--- config.mk ---
export PLATFORM = sky130hd
export DESIGN_NAME = button_event_parser
export DESIGN_NICKNAME = d
export VERILOG_FILES = /design/src/rtl/button_event_parser.sv
export SDC_FILE = /design/constraint.sdc
export NUM_CORES = 1
export LEC_CHECK = 0
export BUFFER_PORTS_ARGS = -buffer_cell sky130_fd_sc_hd__clkbuf_2
export CAP_MARGIN = 10
export CORE_UTILIZATION = 40
export CTS_CLUSTER_DIAMETER = 200
export CTS_CLUSTER_SIZE = 30
export DETAILED_ROUTE_END_ITERATION = 10
export PLACE_DENSITY_LB_ADDON = 0.05
export RECOVER_POWER = 25
export SETUP_SLACK_MARGIN = 0.4
export SLEW_MARGIN = 20
export SYNTH_ARGS = -nofsm -noshare
export SYNTH_HDL_FRONTEND = slang
export SYNTH_SLANG_ARGS = --single-unit
export TNS_END_PERCENT = 100
--- constraint.sdc ---
create_clock -name Clock -period 3.5 [get_ports Clock]
set_clock_uncertainty 0.05 [all_clocks]
set_input_delay 0.35 -clock Clock [delete_from_list [all_inputs] [get_ports Clock]]
set_output_delay 0.35 -clock Clock [all_outputs]
set_load 0.01 [all_outputs]
--- src/rtl/button_event_parser.sv ---
// Multi-channel button parser: 2-flop sync, tick-gated debounce, per-channel press FSM.
// Latency: Level follows In after 2 + 2^debwidth enabled ticks; events one clock after the Level edge/tick.
// No backpressure: events are single-cycle pulses with no handshake and are lost if not sampled.
module button_event_parser #(
   parameter int width       = 1,
   parameter int debwidth    = 16,
   parameter int holdwidth   = 16,
   parameter int holdticks   = 1000,
   parameter int repeatticks = 200,
   parameter int repeaten    = 1,
   parameter int related     = 1
) (
   input  logic             Clock,
   input  logic             Reset,
   input  logic             Enable,
   input  logic [width-1:0] In,
   output logic [width-1:0] Level,
   output logic [width-1:0] Active,
   output logic [width-1:0] Press,
   output logic [width-1:0] Release,
   output logic [width-1:0] LongPress,
   output logic [width-1:0] Repeat
);

   typedef enum logic [2:0] {
      ST_IDLE    = 3'd0,
      ST_PRESSED = 3'd1,
      ST_HELD    = 3'd2,
      ST_REPEAT  = 3'd3,
      ST_LOCKED  = 3'd4
   } state_t;

   // Terminal counts: the event fires on the tick that sees the counter at N-1.
   localparam logic [holdwidth-1:0] hold_last   = holdwidth'(holdticks - 1);
   localparam logic [holdwidth-1:0] repeat_last = holdwidth'(repeatticks - 1);
   localparam logic [debwidth-1:0]  deb_full    = {debwidth{1'b1}};

   logic [width-1:0]     s1;
   logic [width-1:0]     s2;
   logic [width-1:0]     level_prev;
   logic [debwidth-1:0]  cnt [width];

   logic [width-1:0]     rise;
   logic [width-1:0]     fall;
   logic [width-1:0]     accept;
   logic                 any_active;
   logic                 lower_rise;

   state_t               state   [width];
   state_t               state_n [width];
   logic [holdwidth-1:0] hcnt    [width];
   logic [holdwidth-1:0] hcnt_n  [width];

   logic [width-1:0]     active_n;
   logic [width-1:0]     press_n;
   logic [width-1:0]     release_n;
   logic [width-1:0]     longpress_n;
   logic [width-1:0]     repeat_n;

   // Two-flop synchroniser for the raw asynchronous buttons, runs every clock.
   always_ff @(posedge Clock) begin
      if (Reset) begin
         s1 <= '0;
         s2 <= '0;
      end else begin
         s1 <= In;
         s2 <= s1;
      end
   end

   // Debounce: Level only moves after 2^debwidth consecutive enabled ticks of disagreement.
   always_ff @(posedge Clock) begin
      if (Reset) begin
         Level      <= '0;
         level_prev <= '0;
         for (int i = 0; i < width; i++) begin
            cnt[i] <= '0;
         end
      end else begin
         level_prev <= Level;
         for (int i = 0; i < width; i++) begin
            if (s2[i] == Level[i]) begin
               cnt[i] <= '0;
            end else if (Enable) begin
               if (cnt[i] == deb_full) begin
                  Level[i] <= s2[i];
                  cnt[i]   <= '0;
               end else begin
                  cnt[i] <= cnt[i] + debwidth'(1);
               end
            end
         end
      end
   end

   assign rise = Level & ~level_prev;
   assign fall = ~Level & level_prev;

   // Ownership arbitration: in related mode a rise is accepted only when nobody owns
   // the buttons and no lower-index channel rises in the same cycle.
   always_comb begin
      any_active = 1'b0;
      lower_rise = 1'b0;
      accept     = '0;
      for (int i = 0; i < width; i++) begin
         if (state[i] == ST_PRESSED || state[i] == ST_HELD || state[i] == ST_REPEAT) begin
            any_active = 1'b1;
         end
      end
      for (int i = 0; i < width; i++) begin
         accept[i]  = (related == 0) || (!any_active && !lower_rise);
         lower_rise = lower_rise | rise[i];
      end
   end

   // Per-channel press FSM next state and event decode; a fall always beats a same-cycle tick event.
   always_comb begin
      press_n     = '0;
      release_n   = '0;
      longpress_n = '0;
      repeat_n    = '0;
      active_n    = '0;
      for (int i = 0; i < width; i++) begin
         state_n[i] = state[i];
         hcnt_n[i]  = hcnt[i];
         case (state[i])
            ST_IDLE: begin
               if (rise[i]) begin
                  if (accept[i]) begin
                     press_n[i] = 1'b1;
                     hcnt_n[i]  = '0;
                     state_n[i] = ST_PRESSED;
                  end else begin
                     state_n[i] = ST_LOCKED;
                  end
               end
            end
            ST_LOCKED: begin
               if (fall[i]) begin
                  state_n[i] = ST_IDLE;
               end
            end
            ST_PRESSED: begin
               if (fall[i]) begin
                  release_n[i] = 1'b1;
                  state_n[i]   = ST_IDLE;
               end else if (Enable) begin
                  if (hcnt[i] == hold_last) begin
                     longpress_n[i] = 1'b1;
                     hcnt_n[i]      = '0;
                     state_n[i]     = (repeaten != 0) ? ST_REPEAT : ST_HELD;
                  end else begin
                     hcnt_n[i] = hcnt[i] + holdwidth'(1);
                  end
               end
            end
            ST_HELD: begin
               if (fall[i]) begin
                  release_n[i] = 1'b1;
                  state_n[i]   = ST_IDLE;
               end
            end
            ST_REPEAT: begin
               if (fall[i]) begin
                  release_n[i] = 1'b1;
                  state_n[i]   = ST_IDLE;
               end else if (Enable) begin
                  if (hcnt[i] == repeat_last) begin
                     repeat_n[i] = 1'b1;
                     hcnt_n[i]   = '0;
                  end else begin
                     hcnt_n[i] = hcnt[i] + holdwidth'(1);
                  end
               end
            end
            default: begin
               state_n[i] = ST_IDLE;
               hcnt_n[i]  = '0;
            end
         endcase
         active_n[i] = (state_n[i] == ST_PRESSED) || (state_n[i] == ST_HELD) ||
                       (state_n[i] == ST_REPEAT);
      end
   end

   // State, hold counters and registered event outputs; reset drops everything silently.
   always_ff @(posedge Clock) begin
      if (Reset) begin
         for (int i = 0; i < width; i++) begin
            state[i] <= ST_IDLE;
            hcnt[i]  <= '0;
         end
         Active    <= '0;
         Press     <= '0;
         Release   <= '0;
         LongPress <= '0;
         Repeat    <= '0;
      end else begin
         for (int i = 0; i < width; i++) begin
            state[i] <= state_n[i];
            hcnt[i]  <= hcnt_n[i];
         end
         Active    <= active_n;
         Press     <= press_n;
         Release   <= release_n;
         LongPress <= longpress_n;
         Repeat    <= repeat_n;
      end
   end

endmodule

# ---- After elaboration in Yosys (flattened, before gate mapping)
# Memories as Yosys holds them, arrays and structs flattened.
# Index checks and enable logic that the tools add are counted.
dict set report word_totals {
  regBits 9
  ramBits 35
  in_bits 4
  output_inout_bits 6
  memories 3
}
# memory words word_bits read_ports rd_ports_with_merged_regs wr line
set memory_table {}
lappend memory_table {cnt 1 16 1 0 1 41} ;# logic [debwidth-1:0] cnt [width];
lappend memory_table {hcnt 1 16 1 0 1 51} ;# logic [holdwidth-1:0] hcnt [width];
lappend memory_table {state 1 3 1 0 1 49} ;# state_t state [width];
dict set report classes {
  add_sub_neg 2
  eq_ne 11
  muxes 47
  bitwise 11
  n_reduce_logical 18
}
# operator n
set ops {}
lappend ops {{$mux 16} 12}
lappend ops {{$pmux 16 s4} 1}
lappend ops {{$reduce_or 16->1} 4}
lappend ops {{$add 16x1->16 const B} 2}
lappend ops {{$mux 1} 26}
lappend ops {{$mux 3} 7}
lappend ops {{$eq 16x10->1 const B} 1}
lappend ops {{$eq 16x16->1 const B} 1}
lappend ops {{$eq 16x8->1 const B} 1}
lappend ops {{$eq 3x2->1 const B} 4}
lappend ops {{$reduce_or 3->1} 4}
lappend ops {{$not 1->1} 9}
lappend ops {{$pmux 3 s3} 1}
lappend ops {{$reduce_or 4->1} 2}
lappend ops {{$eq 3x1->1 const B} 2}
lappend ops {{$logic_or 1x1->1} 4}
lappend ops {{$reduce_or 2->1} 2}
lappend ops {{$eq 3x3->1 const B} 1}
lappend ops {{$logic_not 3->1} 1}
lappend ops {{$reduce_and 3->1} 1}
lappend ops {{$and 1x1->1} 2}
lappend ops {{$eq 1x1->1} 1}

# ---- Longest topological paths before layout
dict set report depth {
  word_depth 10
  mapped_depth 8
}

# ---- Worst setup path before layout
# Ideal clock, no wire load.
dict set report synth_timing {
  kind {register -> register}
  from {memory cnt[0][0]}
  to {memory cnt[0][10], data pin}
  setup_ns 0.266
  arrival_ns 1.531
  setup_slack_ns 1.653
  stages_incl_launch_ff 7
  n_path_buf 1
  synth_period_minus_slack_ns 1.847
  path_cell_list {edfxtp_1 ha_1 nand4_1 nor2_1 a31o_2 clkbuf_1 nor2_1}
}
dict set report synth_via {
  elab_chain_cells 10
  elab_cells_between_ends 17
  cone_classes {add/sub: 1; eq/ne: 1; mux: 12; reduce/logical: 2; memory: 1}
}
# item line
set synth_rtl {}
lappend synth_rtl {{from (decl)} 41}
lappend synth_rtl {{$mem_v2 1x16 *} -}
lappend synth_rtl {{$eq 16x16->1} 85} ;# if (cnt[i] == deb_full) begin
lappend synth_rtl {{$mux 1} 85}
lappend synth_rtl {{$mux 1} 84} ;# end else if (Enable) begin
lappend synth_rtl {{$mux 1} 82} ;# if (s2[i] == Level[i]) begin
lappend synth_rtl {{$mux 1} 73} ;# if (Reset) begin
lappend synth_rtl {{$mux 1 (not written as such)} 87} ;# cnt[i] <= '0;
lappend synth_rtl {{$reduce_or 16->1 (no line)} -}
lappend synth_rtl {{$mux 16 (no line)} -}
lappend synth_rtl {{$mux 16 (no line) *} -}
# Every way passes the cells marked *; elsewhere a longest branch is shown, timed or not.

# ---- Final worst setup path
dict set report layout_timing {
  from {memory hcnt[0][0]}
  to {memory hcnt[0][8]}
}
dict set report layout_via {
  elab_chain_cells 7
  elab_cells_between_ends 12
  cone_classes {add/sub: 1; eq/ne: 2; mux: 8; memory: 1}
}
# item line
set layout_rtl {}
lappend layout_rtl {{from (decl)} 51}
lappend layout_rtl {{$mem_v2 1x16 *} -}
lappend layout_rtl {{$add 16x1->16 (tied with other cells)} 172} ;# hcnt_n[i] = hcnt[i] + holdwidth'(1);
lappend layout_rtl {{$mux 16, on equally long branches} {168, 148}}
lappend layout_rtl {{$mux 16, on equally long branches} {167, 147}}
lappend layout_rtl {{$mux 16, on equally long branches} {164, 144}}
lappend layout_rtl {{$pmux 16 s4 *} 126} ;# case (state[i])
lappend layout_rtl {{$mux 16 (no line) *} -}
# Marks and branches as above.

==> summary.md <==
| Metric | Value |
|---|---|
| Die Width | `76.28 um` |
| Global-route wire length before repair | `7.596 mm` |
| Layout cell share with drive strength beyond 1 | `5.622%` |
| Initial Utilization | `42.40%` |
| Pin count of the biggest net entering global routing | `20` |
| Dominant synthesized flop cell | `dfxtp_1` |
| Clk network pwr share | `37.3%` |
| #FFs+latches synth | `44` |
| F_max | `0.4381 GHz` |
| Max-Cap Viols | `0` |
| Slew @ Worst Pin | `882.8 ps` |
| Synthesized area per cell | `9.083 um2` |
| XOR/XNOR Fraction of Synth Area | `7.143%` |
| CP most frequent cell | `a21oi_1` |
| Layout net count | `254` |
| Post-synth EDFFs | `16` |
| Hold_buf cts | `0` |
| Post-synthesis sequential area ratio | `47.17%` |
| Fin. max-slew vios | `0` |
| Critical Path Start Type | `register` |
| Hold Crit Class | `input port to register` |
| Power Total | `878.1 uW` |
| Worst path max stage delay | `700 ps` |
| Routed Antenna Nets | `0` |
| Pwr per Cell Area | `371.9 nW/um2` |
| Top Ports | `10` |
| Clock slew at reported path FFs | `80 ps` |
| Row Count | `26` |
| H-tree Lvls | `2` |
| GRT Residual Overflow | `0` |
| Critical path class | `register to register` |
| Port Buf Inserts | `9` |
| Core ar. | `5205 um2` |
| TritonCTS clock tree | `done` |
| Filler cells | `540` |
| Net switching power | `184.2 uW` |
| HPWL Detailed | `3.113 mm` |
| Yosys cell types | `44` |
| Worst Path Max Fanout | `12` |
| Clk Latency, worst-skew pair | `300 ps` |
| YS warnings | `0` |
| Tmin final | `2283 ps` |
| Int Pwr | `693.9 uW` |
| Via density | `5.451` |
| N_diodes | `0` |
| Total GRT Usage | `16.60%` |
| Die Y-Extent | `76.28 um` |
| DRT Pass-1 Iters | `4` |
| Status | `complete, no violations` |
| Worst slew margin | `41.15%` |
| Mapped cell area | `2207 um2` |
| Compound-gate portion of the synthesized area | `9.751%` |
| Maximum clock path buffer count | `2` |
| Final setup viols | `0` |
| CP endpoint kind | `register` |
| Num CTS Buffers | `5` |
| RSZ-0062 raised after global routing | `no` |
| Setup TNS | `0 ps` |
| Worst slack at placement | `1163 ps` |
| Routed len/inst | `14.16 um` |
| Crit-path slowest cell | `a21oi_1` |
| DRC Markers | `0` |
| Area share of fa/ha/maj cells after synthesis | `1.134%` |
| CTS root buf | `clkbuf_8` |
| Final worst-path cycle share | `65.22%` |
| PostCTS Resize Cnt | `0` |
| Layout area overhead | `6.973%` |
| Initial antenna violation count | `0` |
| # Post-CTS Setup Buffers | `0` |
| Post-Synthesis Cells | `243` |
| Leakage power total | `0.0007791 uW` |
| Final Hold Fails | `0` |
| Vias | `1,739` |
| Share of power burned in registers | `60.9%` |
| Crit path DAT | `2460 ps` |
| Switching Share | `20.98%` |
| Starting DRT DRC Count | `112` |
| Die Area | `5819 um2` |
| Syn_nets | `249` |
| Hold path depth | `2` |
| Peak VDD IR | `0.1669 mV` |
| Post-route setup slack | `1217 ps` |
| Clock sink total | `44` |
| CP required | `3680 ps` |
| Total wire length | `4.516 mm` |
| Synthesized-area fraction occupied by and/or/nand/nor cells | `31.01%` |
| Largest family of logic cells by synthesized area | `simple AND/OR/NAND/NOR gates` |
| RePlAce Congestion | `0.7432` |
| Asr flop ratio synth | `0%` |
| Logic pwr share | `1.8%` |
| Worst r2r path cells | `6` |
| Post-synthesis mux area share | `0.4535%` |
| Worst-path cell chain | `ha_1 -> nor4b_1 -> and3_1 -> a21oi_1 -> o21bai_1 -> a21oi_1` |
| Vias in the first global route | `1,613` |
[through the flow]
stage	util, %	hold slack, ps	cells	instance area (um2)
4_1_cts	45.53	210.9	319	2370
3_5_place_dp	43.75	402.5	311	2277
3_3_place_gp	43.75	404.0	311	2277
5_1_grt	45.36	234.8	319	2361
2_1_floorplan	-	363.8	243	2207
6_report	45.36	210.1	319	2361
[registers in the layout (all words and copies together), names as in the netlist]
register and count:
Level 1, Active 1, hcnt 16, Repeat 1
level_prev 1, s1 1, Press 1, state 3
s2 1, cnt 16, Release 1, LongPress 1
[layout make-up]
type                            instances  area, um2  area share, %
Multi-Input combinational cell        185       1092          46.26
Sequential cell                        44       1041          44.09
Tap cell                               70      87.58          3.710
Clock buffer                            6      82.58          3.498
Timing Repair Buffer                    9      36.28          1.537
Inverter                                3      11.26         0.4769
Clock inverter                          2      10.01         0.4240
[cells in the final DEF (no fill, tap or decap), types with 7 or more instances in the layout]
master / synthesis / layout
a21oi_1: 12 / 12
and3_1: 8 / 8
clkbuf_1: 5 / 7
dfxtp_1: 28 / 28
edfxtp_1: 16 / 16
nand2_1: 23 / 23
nand3_1: 17 / 17
nand4_1: 10 / 10
nor2_1: 33 / 33
o21ai_0: 7 / 7
xnor2_1: 8 / 8
xor2_1: 10 / 10
[final timing paths]
| kind | from | end | slack [ps] |
|---|---|---|---|
| worst max-delay path | hcnt[0][0] | hcnt[0][8] | 1220 |
| worst min-delay path | In | s1 | 210 |
| worst max register to register | hcnt[0][0] | hcnt[0][8] | 1220 |
| worst min register to register | s1 | s2 | 420 |
[Yosys cell counts, types with 2 or more instances]
cell      number  area [um2]
inv_1          3       11.26
dfxtp_1       28       560.5
or3_1          3       18.77
or4_1          2       15.01
nand2b_1       2       12.51
buf_6          2       22.52
nand2_1       23       86.33
nor3_1         6       30.03
and2_1         3       18.77
nand4_1       10       62.56
nand4b_1       3       26.28
o31ai_1        2       15.01
nand3_1       17       85.08
clkbuf_1       5       18.77
a21oi_1       12       60.06
and3_1         8       50.05
a31oi_1        6       37.54
nor2_1        33       123.9
nor2b_1        6       37.54
xnor2_1        8       70.07
o21ai_0        7       35.03
edfxtp_1      16       480.5
ha_1           2       25.02
xor2_1        10       87.58
buf_2          2       10.01
nor4_1         3       18.77
and4_1         4       35.03
[per-layer routing]
layer	routed length, um	GRT usage, %	part of all wire (%)
met1	2440	22.77	54
met2	1865	24.68	41
met3	137	3.952	3.0
met4	72	7.500	1.6
met5	0	0	0
[power by group through the flow]
stage | Clock [uW] | Combinational, uW | Sequential, uW
finish | 327 | 16.0 | 535
global route | 358 | 18.3 | 535
CTS | 340 | 16.6 | 535
detailed placement | 0 | 16.4 | 546
global placement | 0 | 16.8 | 546
floorplan | 0 | 11.5 | 546
[worst max-delay path: cells and delay by family (launching register included)]
kind                       cells  cell delay, ps
adders and majority gates      1             240
DFF                            1             340
and+or+nand+nor                2             370
AOI/OAI and AO/OA              3            1210
[cell families (layout without fill, tap and decap cells)]
family                     after synthesis  count (layout)
and+or+nand+nor                        129             129
buffers and inverters                   14              20
adders and majority gates                2               2
DFF                                     44              44
AOI/OAI and AO/OA                       35              35
muxes                                    1               1
xor gates and xnor gates                18              18
Note: power is estimated with default switching activity, not from simulation.
